<file path="src/rtl/prog_loader_pkg.sv">
// rtl/prog_loader_pkg.sv - Shared types and constants for the UART program loader.
package prog_loader_pkg;

  typedef enum logic [2:0] {
    ST_IDLE,
    ST_LEN_LO,
    ST_LEN_HI,
    ST_DATA,
    ST_CHECK,
    ST_DONE,
    ST_ERROR
  } state_t;

  localparam logic [7:0] SYNC_BYTE_DEFAULT = 8'hA5;
  localparam int         LEN_W             = 16;

  typedef logic [1:0] lane_idx_t;

endpackage

</file>
<file path="src/rtl/prog_word_assembler.sv">
// rtl/prog_word_assembler.sv - Packs little-endian bytes into 32-bit words.
module prog_word_assembler
  import prog_loader_pkg::*;
(
  input  logic        clk,
  input  logic        rst,
  input  logic        clear,
  input  logic        byte_valid,
  input  logic [7:0]  byte_data,
  output logic        word_valid,
  output logic [31:0] word
);

  lane_idx_t   lane_q, lane_d;
  logic [23:0] lanes_q, lanes_d;

  // Only three lanes are stored; the fourth byte is merged on the fly and registered by the caller.
  always_comb begin
    lane_d  = lane_q;
    lanes_d = lanes_q;
    if (clear) begin
      lane_d = '0;
    end else if (byte_valid) begin
      lane_d = lane_q + lane_idx_t'(1);
      case (lane_q)
        2'd0:    lanes_d[7:0]   = byte_data;
        2'd1:    lanes_d[15:8]  = byte_data;
        2'd2:    lanes_d[23:16] = byte_data;
        default: lanes_d        = lanes_q;
      endcase
    end
  end

  assign word_valid = byte_valid && !clear && (lane_q == 2'd3);
  assign word       = {byte_data, lanes_q};

  always_ff @(posedge clk) begin
    if (rst) begin
      lane_q  <= '0;
      lanes_q <= '0;
    end else begin
      lane_q  <= lane_d;
      lanes_q <= lanes_d;
    end
  end

endmodule

</file>
<file path="src/rtl/prog_loader_ctrl.sv">
// rtl/prog_loader_ctrl.sv - UART framed program download into instruction memory, holding the CPU meanwhile.
// Define PROG_LOADER_CHECKSUM_EN to require a trailing XOR checksum byte after the payload.
module prog_loader_ctrl
  import prog_loader_pkg::*;
#(
  parameter int         MEM_DEPTH      = 1024,
  parameter int         TIMEOUT_CYCLES = 1_000_000,
  parameter logic [7:0] SYNC_BYTE      = SYNC_BYTE_DEFAULT
) (
  input  logic        clk,
  input  logic        rst,
  input  logic        rx_valid,
  input  logic [7:0]  rx_data,
  output logic [31:0] prog_addr,
  output logic [31:0] prog_data,
  output logic        prog_we,
  output logic        cpu_hold,
  output logic        load_done,
  output logic        load_error,
  output logic        busy
);

  localparam int               AW      = (MEM_DEPTH > 1) ? $clog2(MEM_DEPTH) : 1;
  localparam int               TW      = $clog2(TIMEOUT_CYCLES + 1);
  localparam logic [LEN_W:0]   MAX_LEN = (LEN_W + 1)'(MEM_DEPTH);
`ifdef PROG_LOADER_CHECKSUM_EN
  localparam state_t           ST_POST = ST_CHECK;
`else
  localparam state_t           ST_POST = ST_DONE;
`endif

  state_t           state_q, state_d;
  logic [7:0]       len_lo_q, len_lo_d;
  logic [LEN_W-1:0] count_q, count_d;
  logic [AW-1:0]    idx_q, idx_d;
  logic [AW-1:0]    prog_addr_q, prog_addr_d;
  logic [31:0]      prog_data_q, prog_data_d;
  logic             prog_we_q, prog_we_d;
  logic             load_done_q, load_done_d;
  logic             load_error_q, load_error_d;
  logic             busy_q, busy_d;
  logic             cpu_hold_q, cpu_hold_d;
  logic [TW-1:0]    tmo_q, tmo_d;
  logic [LEN_W-1:0] len_full;
  logic             asm_clear, asm_valid, word_valid;
  logic [31:0]      word;
`ifdef PROG_LOADER_CHECKSUM_EN
  logic [7:0]       csum_q, csum_d;
`endif

  assign len_full  = {rx_data, len_lo_q};
  assign asm_clear = (state_q != ST_DATA);
  assign asm_valid = rx_valid && (state_q == ST_DATA);

  prog_word_assembler u_asm (
    .clk        (clk),
    .rst        (rst),
    .clear      (asm_clear),
    .byte_valid (asm_valid),
    .byte_data  (rx_data),
    .word_valid (word_valid),
    .word       (word)
  );

  always_comb begin
    state_d      = state_q;
    len_lo_d     = len_lo_q;
    count_d      = count_q;
    idx_d        = idx_q;
    prog_addr_d  = prog_addr_q;
    prog_data_d  = prog_data_q;
    prog_we_d    = 1'b0;
    load_done_d  = 1'b0;
    load_error_d = load_error_q;
    tmo_d        = '0;
`ifdef PROG_LOADER_CHECKSUM_EN
    csum_d       = csum_q;
`endif
    case (state_q)
      ST_IDLE: if (rx_valid && rx_data == SYNC_BYTE) begin
        state_d      = ST_LEN_LO;
        load_error_d = 1'b0;
`ifdef PROG_LOADER_CHECKSUM_EN
        csum_d       = 8'h00;
`endif
      end
      ST_LEN_LO: if (rx_valid) begin
        len_lo_d = rx_data;
        state_d  = ST_LEN_HI;
      end
      ST_LEN_HI: if (rx_valid) begin
        count_d = len_full;
        if (len_full == '0)                 state_d = ST_POST;
        else if ({1'b0, len_full} > MAX_LEN) state_d = ST_ERROR;
        else begin
          state_d = ST_DATA;
          idx_d   = '0;
        end
      end
      ST_DATA: begin
`ifdef PROG_LOADER_CHECKSUM_EN
        if (rx_valid) csum_d = csum_q ^ rx_data;
`endif
        if (word_valid) begin
          prog_we_d   = 1'b1;
          prog_data_d = word;
          prog_addr_d = idx_q;
          idx_d       = idx_q + AW'(1);
          if (LEN_W'(idx_q) == count_q - LEN_W'(1)) state_d = ST_POST;
        end
      end
`ifdef PROG_LOADER_CHECKSUM_EN
      ST_CHECK: if (rx_valid) state_d = (rx_data == csum_q) ? ST_DONE : ST_ERROR;
`endif
      ST_DONE: begin
        load_done_d = 1'b1;
        state_d     = ST_IDLE;
      end
      ST_ERROR: begin
        load_error_d = 1'b1;
        state_d      = ST_IDLE;
      end
      default: state_d = ST_IDLE;
    endcase

    // Inter-byte watchdog: any accepted byte restarts it; a partial word is simply abandoned.
    if (state_q inside {ST_LEN_LO, ST_LEN_HI, ST_DATA, ST_CHECK} && !rx_valid) begin
      tmo_d = tmo_q + TW'(1);
      if (tmo_q == TW'(TIMEOUT_CYCLES - 1)) state_d = ST_ERROR;
    end

    busy_d     = (state_d != ST_IDLE);
    cpu_hold_d = busy_d;
  end

  always_ff @(posedge clk) begin
    if (rst) begin
      state_q      <= ST_IDLE;
      len_lo_q     <= '0;
      count_q      <= '0;
      idx_q        <= '0;
      prog_addr_q  <= '0;
      prog_data_q  <= '0;
      prog_we_q    <= 1'b0;
      load_done_q  <= 1'b0;
      load_error_q <= 1'b0;
      busy_q       <= 1'b0;
      cpu_hold_q   <= 1'b0;
      tmo_q        <= '0;
    end else begin
      state_q      <= state_d;
      len_lo_q     <= len_lo_d;
      count_q      <= count_d;
      idx_q        <= idx_d;
      prog_addr_q  <= prog_addr_d;
      prog_data_q  <= prog_data_d;
      prog_we_q    <= prog_we_d;
      load_done_q  <= load_done_d;
      load_error_q <= load_error_d;
      busy_q       <= busy_d;
      cpu_hold_q   <= cpu_hold_d;
      tmo_q        <= tmo_d;
    end
  end

`ifdef PROG_LOADER_CHECKSUM_EN
  always_ff @(posedge clk) begin
    if (rst) csum_q <= 8'h00;
    else     csum_q <= csum_d;
  end
`endif

  assign prog_addr  = {{(32 - AW){1'b0}}, prog_addr_q};
  assign prog_data  = prog_data_q;
  assign prog_we    = prog_we_q;
  assign cpu_hold   = cpu_hold_q;
  assign load_done  = load_done_q;
  assign load_error = load_error_q;
  assign busy       = busy_q;

endmodule

</file>
<file path="config.mk">
export PLATFORM = sky130hd
export DESIGN_NAME = prog_loader_ctrl
export DESIGN_NICKNAME = d
export VERILOG_FILES = /design/src/rtl/prog_loader_pkg.sv /design/src/rtl/prog_word_assembler.sv /design/src/rtl/prog_loader_ctrl.sv
export SDC_FILE = /design/constraint.sdc
export NUM_CORES = 1
export LEC_CHECK = 0
export ABC_CLOCK_PERIOD_IN_PS = 2600
export CELL_PAD_IN_SITES_DETAIL_PLACEMENT = 1
export CELL_PAD_IN_SITES_GLOBAL_PLACEMENT = 1
export CORE_MARGIN = 5
export CORE_UTILIZATION = 36
export DETAILED_ROUTE_END_ITERATION = 10
export GPL_ROUTABILITY_DRIVEN = 0
export PLACE_DENSITY = 0.85
export SLEW_MARGIN = 20
export SYNTH_ARGS = -nofsm -noshare
export SYNTH_HDL_FRONTEND = slang
export SYNTH_SLANG_ARGS = --single-unit
</file>
<file path="constraint.sdc">
create_clock -name clk -period 2.6 [get_ports clk]
set_clock_uncertainty 0.2 [all_clocks]
set_input_delay 0.26 -clock clk [delete_from_list [all_inputs] [get_ports clk]]
set_output_delay 0.26 -clock clk [all_outputs]
set_load 0.03 [all_outputs]
</file>
==> reports/metrics.csv, run 1 <==
metric;value;unit
outcome;complete, no violations;
die_area;0.0180;mm²
synth_top_family_by_area;simple AND/OR/NAND/NOR gates;
maxCapViolations;0;
numCtsBuffers;17;
syn_area_per_cell;8.25;µm²
clk_latency;0.42;ns
ys.flop_type;dfxtp_1;
nets;754;
whs_path_depth;4;
synth_edf_count;0;
worst-path-max-fanout;3;
grt_pass1_vias;5174;
core_area;0.0151;mm²
endpoint_kind;flop;
clk_root_buffer_cell;clkbuf_16;
clkSinkCount;129;
drt-pass1-iter-count;5;
whs;0.0693;ns
rsz0062_at_grt;false;
track_usage;18.2;%
crit_required;2.76;ns
slew_viol_final;0;
fin_crit;2.54;ns
timing.rr.start;count_q[0];
rr_worst_depth;9;
ys_async_sr_fraction;0;%
drt_iter0_markers;236;
dp_slack;0.0531;ns
antenna_found_initial;0;
power.density;641;mW/mm²
numPortBuffers;57;
start_util;36.7;%
path_cells;inv_2 > ha_4 > or4b_4 > or4_1 > mux2i_1 > a22oi_1 > nor4_2 > buf_4 > a31o_1;
die_w;134;µm
crit_path_start_kind;flop;
ys_seq_area_share;46.5;%
avgViaCountPerCell;5.26;
synthDistinctLibCells;48;
rrSetupSlack;0.06;ns
dpl-instance-area;0.00636;mm²
final_layout_size_suffix_gt1_share;10.2;%
tns;0;ns
synth-simple-area-share;23.1;%
fmax;393;MHz
tritoncts;done;
synth_cells;673;
grt_overflow;0;
synth-seq-cells;129;
die_y;134;µm
final_hold_viol_count;0;
synthAdderAreaFrac;1.58;%
drc_errors;0;
min-delay-start;rst;
cp.arrival;2.70;ns
vias;4926;
r2r_end;state_q[2];
h-tree-depth;4;
grt_max_degree;108;
relSlewSlack;62.0;%
tightest_slew;0.568;ns
worstSetupPathType;flop to flop;
ant_nets;0;
cts_buffer_depth;2;
layout.cells.non_filler;936;
wirelength;16500;µm
n_antenna_cell;0;
syn_area;0.00555;mm²
dp.final_hpwl;10500;µm
setup_ws;0.0576;ns
synth_warnings;0;
peakVddDrop;337;µV
grt_pass1_wl;26300;µm
min-delay-path-class;primary input to flop;
hold_path_end;idx_q[0];
path_clk_slew;0.06;ns
synth_compound_area_share;11.2;%
area_growth;25.4;%
synth_xor_area_share;5.05;%
io_pins;80;
setup_viol_count_final;0;
wl_per_cell;17.6;µm
p_leak;0.00259;µW
dp_cells;903;
synthMuxAreaShare;5.59;%
critical-path-slowest-cell;or4b_4;
num_rows;45;
final_area;0.00696;mm²
timing.final.crit_share;97.8;%
critPathMaxStageDelay;0.47;ns
## layer usage
metal	routed length [µm]	global-route usage, %
met3	806	4.69
met1	7010	22.0
met5	0	0.833
met4	370	6.05
met2	8260	31.4
## worst max path at each step
stage | from | to | depth (start not counted)
after floorplan | count_q[0] | state_q[1] | 8
after global routing | count_q[0] | state_q[2] | 9
after global placement | count_q[0] | state_q[1] | 8
after detailed placement | count_q[0] | state_q[1] | 8
final | count_q[0] | state_q[2] | 9
after CTS | count_q[0] | state_q[2] | 9
## per-stage QoR
stage	util (%)	power (µW)
global placement	42.0	2160
detailed placement	42.0	2160
floorplan	-	2130
global route	46.0	4590
finish	46.0	4460
CTS	45.8	4480
## repair_timing
action	4_1_cts	5_1_grt
buffers inserted	1	1
hold buffers	0	0
pin swaps	1	0
resized for setup	0	4
setup endpoints to repair	2	2
## state kept, by name (all words and copies together), names as in the netlist, 2 cells and up
signal,count
prog_data,32
u_asm.lanes_q,24
tmo_q,20
count_q,16
idx_q,10
prog_addr_q,10
len_lo_q,8
state_q,3
u_asm.lane_q,2
## layout make-up
type / instances / area, µm²
Clock buffer: 18 / 439
Tap cell: 188 / 235
Timing Repair Buffer: 89 / 833
Multi-Input combinational cell: 488 / 2690
Clock inverter: 13 / 138
Fill cell: 1789 / 8180
Sequential cell: 129 / 2580
Inverter: 11 / 41.3
## report_power, final
group          internal (µW)  switching, µW  total (µW)
Clock                   1430            915        2340
Sequential              1980          0.309        1980
Combinational           32.5            109         142
Total                   3440           1020        4460
## layout by cell type, fill, tap and decap left out, types with 11 or more instances in the layout
cell and instances:
nand3_1 19, o21ai_0 11, nor3_1 16, mux2i_1 31
dfxtp_1 128, nor2_1 74, xnor2_1 16, a21oi_1 72
conb_1 22, xor2_1 16, clkbuf_16 17, buf_4 31
nand2_1 130, clkdlybuf4s50_1 56
## synth_stat cells, types with 4 or more instances
master	instances	area share (%)
nand2_1	130	8.8
dfxtp_1	129	47
nor2_1	74	5.0
a21oi_1	72	6.5
clkbuf_1	39	2.6
mux2i_1	31	5.6
buf_4	23	3.1
nand3_1	20	1.8
nor3_1	16	1.4
xnor2_1	16	2.5
xor2_1	16	2.5
inv_1	11	0.74
nor4_1	11	1.2
o21ai_0	11	0.99
nand4_1	9	1.0
ha_1	7	1.6
a31oi_1	6	0.68
a311oi_1	5	0.79
and3_1	5	0.56
buf_2	4	0.36
## cell families after synthesis
logic type	count (synthesis)
buf+inv	77
flops	129
mux	31
other cells	1
simple gates	287
xor+xnor	32
compound gates	109
fa+ha+maj	7
## worst max-delay path: cells and delay by family (launching register included)
family | cells | cell delay, ns
multiplexers | 1 | 0.16
flip-flops | 1 | 0.33
adder cells (fa/ha/maj) | 1 | 0.13
AND/OR/NAND/NOR | 3 | 1.12
AO/OA/AOI/OAI | 2 | 0.29
buffers and inverters | 2 | 0.24
Note: power is estimated with default switching activity, not from simulation.
==> run 2: changes to the inputs <==
Settings changed: SKIP_CTS_REPAIR_TIMING from default to 1.
==> reports/metrics.csv, run 2 (synthesis results as in run 1) <==
metric;value;unit;change
outcome;finished, violations left;;
violations;setup timing;;
use_met2;31.4;%;-0.056 points
mostFrequentLayoutCell;nand2_1;;
h-tree-depth;4;;unchanged
fin_crit;2.64;ns;+0.0998 ns
area_growth;25.8;%;
critPathMaxStageDelay;0.49;ns;+0.02 ns
critical-path-slowest-cell;or4b_4;;
maxCapViolations;0;;unchanged
grt.met1_usage;21.9;%;-0.12 points
power.density;638;mW/mm²;-0.44%
busiest_layer;met2;;
path_cells;inv_2 > ha_4 > or4b_4 > or4_1 > mux2i_1 > a22oi_2 > nor4_4 > a31o_1;;
clkSinkCount;129;;unchanged
cp.arrival;2.79;ns;+0.09 ns
peakVddDrop;344;µV;+2.2%
min-delay-path-class;primary input to flop;;
p_leak;0.00262;µW;+0.88%
clk_latency;0.42;ns;about the same
num_rows;45;;unchanged
final_hold_viol_count;0;;unchanged
largest_reg_flops;32;;unchanged
io_pins;80;;unchanged
clk_root_buffer_cell;clkbuf_16;;
setup_viol_count_final;2;;+2
fmax;378;MHz;-3.8%
dpl-instance-area;0.00636;mm²;unchanged
worstSetupPathType;flop to flop;;
grt_overflow;0;;unchanged
final_layout_size_suffix_gt1_share;10.5;%;+0.39 points
p_int;3440;µW;about the same
timing.final.crit_share;102;%;+3.8 points
slew_viol_final;0;;unchanged
die_y;134;µm;unchanged
drc_errors;0;;unchanged
final_area;0.00698;mm²;+0.31%
grt_pass1_vias;5160;;-0.27%
die_w;134;µm;unchanged
die_area;0.0180;mm²;unchanged
dp.final_hpwl;10500;µm;unchanged
drt_iter0_markers;260;;+10%
pwr-share-comb;3.2;%;about the same
crit_family;simple AND/OR/NAND/NOR gates;;
track_usage;18.1;%;-0.055 points
seqCellArea;0.00258;mm²;unchanged
n_antenna_cell;0;;unchanged
switchingPower;1020;µW;-0.60%
fillers;1777;;-0.67%
multi_input_area;0.00271;mm²;+0.51%
relSlewSlack;60.1;%;-1.9 points
ant_nets;0;;unchanged
numCtsBuffers;17;;unchanged
core_area;0.0151;mm²;unchanged
layout_common_cells;130 x nand2_1, 128 x dfxtp_1, 74 x nor2_1, 72 x a21oi_1, 56 x clkdlybuf4s50_1;;
whs;0.0589;ns;-0.0104 ns
start_util;36.7;%;unchanged
crit_path_start_kind;flop;;
avgViaCountPerCell;5.29;;+0.58%
grt_pass1_wl;26200;µm;-0.26%
drt-pass1-iter-count;4;;-1
path_clk_slew;0.06;ns;about the same
setup_ws;-0.0422;ns;-0.0998 ns
wl_per_cell;17.8;µm;+1.5%
seq_power_share;44.4;%;about the same
use_met3;4.69;%;unchanged
dp_slack;0.0531;ns;unchanged
cts_buffer_depth;2;;unchanged
worst-path-max-fanout;4;;+1
wirelength;16700;µm;+1.6%
tightest_slew;0.597;ns;+0.0285 ns
tritoncts;done;;
numPortBuffers;57;;unchanged
grt_max_degree;108;;unchanged
antenna_found_initial;0;;unchanged
nets;755;;+0.13%
swShare;22.8;%;-0.11 points
crit_required;2.75;ns;about the same
vias;4960;;+0.69%
rsz0062_at_grt;true;;
p_clk_share;52.4;%;about the same
endpoint_kind;flop;;
worst-path-buf-inv;1;;-1
==> run 2: stage by stage <==
| step | std cells | total power [µW] | utilization, % | TNS, ns |
|---|---|---|---|---|
| floorplan | 694 | 2130 | - | 0 |
| global placement | 903 | 2160 | 42.0 | 0 |
| detailed placement | 903 | 2160 | 42.0 | 0 |
| CTS | 934 | 4480 | 45.8 | -0.257 |
| global route | 937 | 4590 | 46.1 | -0.158 |
| finish | 937 | 4460 | 46.1 | -0.0755 |
==> run 2: worst paths after layout <==
path | cells after the start | endpoint | from | slack (ns)
setup / recovery | 8 | state_q[2] | count_q[0] | -0.04
hold / removal | 4 | idx_q[0] | rst | 0.06
setup reg to reg | 8 | state_q[2] | count_q[0] | -0.04
hold reg to reg | 2 | prog_data[3] | u_asm.lanes_q[3] | 0.25
==> run 2: power groups by stage <==
stage          registers (µW)  clock network [µW]  logic, µW
3_3_place_gp             2020                   0        137
3_5_place_dp             2020                   0        137
2_1_floorplan            2020                   0        110
4_1_cts                  1980                2370        139
5_1_grt                  1980                2460        148
6_report                 1980                2340        142
==> run 2: area by class of cell <==
type / count / area share (%)
Clock inverter: 13 / 1.97
Clock buffer: 18 / 6.29
Multi-Input combinational cell: 488 / 38.7
Tap cell: 188 / 3.37
Inverter: 11 / 0.591
Sequential cell: 129 / 37.0
Timing Repair Buffer: 90 / 12.0
==> run 2: metal layers <==
layer,wire [µm],part of all wire [%],vias to the layer above
met5,0,0,-
met4,424,2.5,0
met3,722,4.3,35
met2,8490,51,109
met1,7080,42,2459
li1,-,-,2357
==> run 2: worst min-delay path: stages <==
cell	delay, ns
buf_4	0.10
inv_1	0.12
o21ai_0	0.10
a21oi_1	0.04
==> run 3: changes to the inputs <==
Settings changed: CORE_UTILIZATION 36 to 37, CTS_CLUSTER_SIZE from default to 20, PLACE_DENSITY 0.85 to 0.86, SYNTH_HIERARCHICAL from default to 1.
==> reports/metrics.csv, run 3 <==
metric;value;unit;change
endpoint_kind;flop;;
start_util;37.4;%;+0.76 points
nets;777;;+2.9%
drt_iter0_markers;242;;-6.9%
setup_ws;0.176;ns;+0.218 ns
relSlewSlack;67.2;%;+7.1 points
fin_crit;2.42;ns;-0.218 ns
synth_cells;707;;+5.1%
setup_viol_count_final;0;;-2
wirelength;16100;µm;-3.8%
ys_async_sr_fraction;0;%;unchanged
n_antenna_cell;0;;unchanged
cts_buffer_depth;2;;unchanged
grt_pass1_vias;5360;;+3.9%
final_layout_size_suffix_gt1_share;9.46;%;-1.1 points
fmax;412;MHz;+9.0%
synth-seq-cells;129;;unchanged
drt-pass1-iter-count;4;;unchanged
outcome;complete, no violations;;
area_growth;23.6;%;
synth_top_area_cell;dfxtp_1;;
fillers;1856;;+4.4%
dp.final_hpwl;11100;µm;+5.9%
core_area;0.0157;mm²;+3.7%
cp.arrival;2.53;ns;-0.26 ns
path_clk_slew;0.06;ns;about the same
layout_common_cells;150 x nand2_1, 128 x dfxtp_1, 80 x a21oi_1, 56 x clkdlybuf4s50_1, 43 x nor2_1;;
numCtsBuffers;17;;unchanged
io_pins;80;;unchanged
crit_required;2.70;ns;-0.05 ns
avgViaCountPerCell;5.07;;-4.2%
whs;0.0876;ns;+0.0287 ns
wl_per_cell;16.3;µm;-8.8%
dpl-instance-area;0.00660;mm²;+3.9%
timing.final.crit_share;93.2;%;-8.4 points
min-delay-start;rst;;
clk_root_buffer_cell;clkbuf_16;;
rsz0062_at_grt;false;;
tightest_slew;0.488;ns;-0.109 ns
largest_reg_flops;32;;unchanged
final_area;0.00727;mm²;+4.1%
tns;0;ns;+0.0755 ns
die_y;136;µm;+1.4%
worst-path-max-fanout;7;;+3
tritoncts;done;;
crit_path_start_kind;flop;;
synthTopCellsByArea;dfxtp_1 44%, nand2_1 9.6%, a21oi_1 6.8%;;
worstSetupPathType;flop to flop;;
ys_seq_area_share;43.9;%;-2.6 points
timing.rr.start;count_q[2];;
syn_area;0.00588;mm²;+5.9%
numPortBuffers;57;;unchanged
grt_max_degree;61;;-44%
min-delay-path-class;primary input to flop;;
synth_common_cells;150 x nand2_1, 129 x dfxtp_1, 80 x a21oi_1, 43 x nor2_1, 37 x nand2b_1;;
die_area;0.0185;mm²;+2.8%
synth_edf_count;0;;unchanged
synth_top_area_share;43.9;%;-2.6 points
ys.flop_type;dfxtp_1;;
die_w;136;µm;+1.4%
crit_start;count_q[2];;
vias;5012;;+1.0%
seqCellArea;0.00258;mm²;unchanged
syn_area_per_cell;8.32;µm²;+0.81%
p_leak;0.00263;µW;+0.39%
clk_latency;0.42;ns;about the same
h-tree-depth;4;;unchanged
grt_overflow;0;;unchanged
final_hold_viol_count;0;;unchanged
num_rows;46;;+2.2%
ant_nets;0;;unchanged
clkSinkCount;129;;unchanged
grt_pass1_wl;26800;µm;+2.2%
peakVddDrop;451;µV;+31%
mostFrequentLayoutCell;nand2_1;;
drc_errors;0;;unchanged
finalPower;4780;µW;+7.3%
antenna_found_initial;0;;unchanged
yosysMostFrequentCell;nand2_1;;
maxCapViolations;0;;unchanged
track_usage;18.3;%;+0.20 points
dp_slack;-0.177;ns;-0.230 ns
power.density;658;mW/mm²;+3.1%
synth_warnings;6;;+6
slew_viol_final;0;;unchanged
synthDistinctLibCells;59;;+23%
multi_input_area;0.00293;mm²;+8.4%
-- run 3: changes by cell type in the layout (fill, tap and decap cells not counted), moves of 5 or more --
| cell | previous run | this run |
|---|---|---|
| nand2b_1 | 3 | 37 |
| nor2_1 | 74 | 43 |
| nand2_1 | 130 | 150 |
| buf_4 | 32 | 23 |
| a21oi_1 | 72 | 80 |
| nand3_1 | 19 | 12 |
| mux2i_1 | 31 | 26 |
-- run 3: per-stage QoR --
stage / cells / utilization [%]
after CTS: 988 / 46.2
after floorplan: 728 / -
after global routing: 988 / 46.3
final: 988 / 46.3
after detailed placement: 956 / 42.0
after global placement: 956 / 42.0
-- run 3: critical path: stages (launching register included) --
cell and delay [ns]:
dfxtp_1 0.36, or4_1 0.66, nor4b_2 0.36, o21ai_0 0.17, a22oi_1 0.20, nor3_1 0.09, a32o_1 0.26
-- run 3: final timing paths --
path                            depth (start not counted)              to  slack (ns)
worst max-delay path                                    6      state_q[2]        0.18
worst min-delay path                                    2    prog_data[1]        0.09
worst max register to register                          6      state_q[2]        0.18
worst min register to register                          2  prog_addr_q[8]        0.25
-- run 3: logic make-up after synthesis --
kind of cell	synth area share, %
and+or+nand+nor	26.4
DFF	43.9
AOI/OAI and AO/OA	11.7
buffers and inverters	7.55
xor gates and xnor gates	4.47
muxes	4.43
adders and majority gates	1.49
other	0.0638
-- run 3: power breakdown --
part / internal (µW) / switching, µW
Combinational: 41.8 / 108
Clock: 1760 / 897
Sequential: 1980 / 0.197
Total: 3780 / 1000
-- run 3: area by class of cell --
cell class,count,share of cell area (%)
inverter,10,0.516
timing repair buffer,82,10.8
multi-input combinational,519,40.4
clock inverter,12,2.79
sequential,129,35.5
clock buffer,20,6.28
tap,216,3.72
-- run 3: routing by layer --
metal | vias up | GRT usage [%] | part of all wire, %
li1 | 2451 | - | -
met1 | 2426 | 22.5 | 44
met2 | 108 | 31.2 | 49
met3 | 27 | 4.03 | 5.4
met4 | 0 | 7.39 | 2.2
met5 | - | 0 | 0
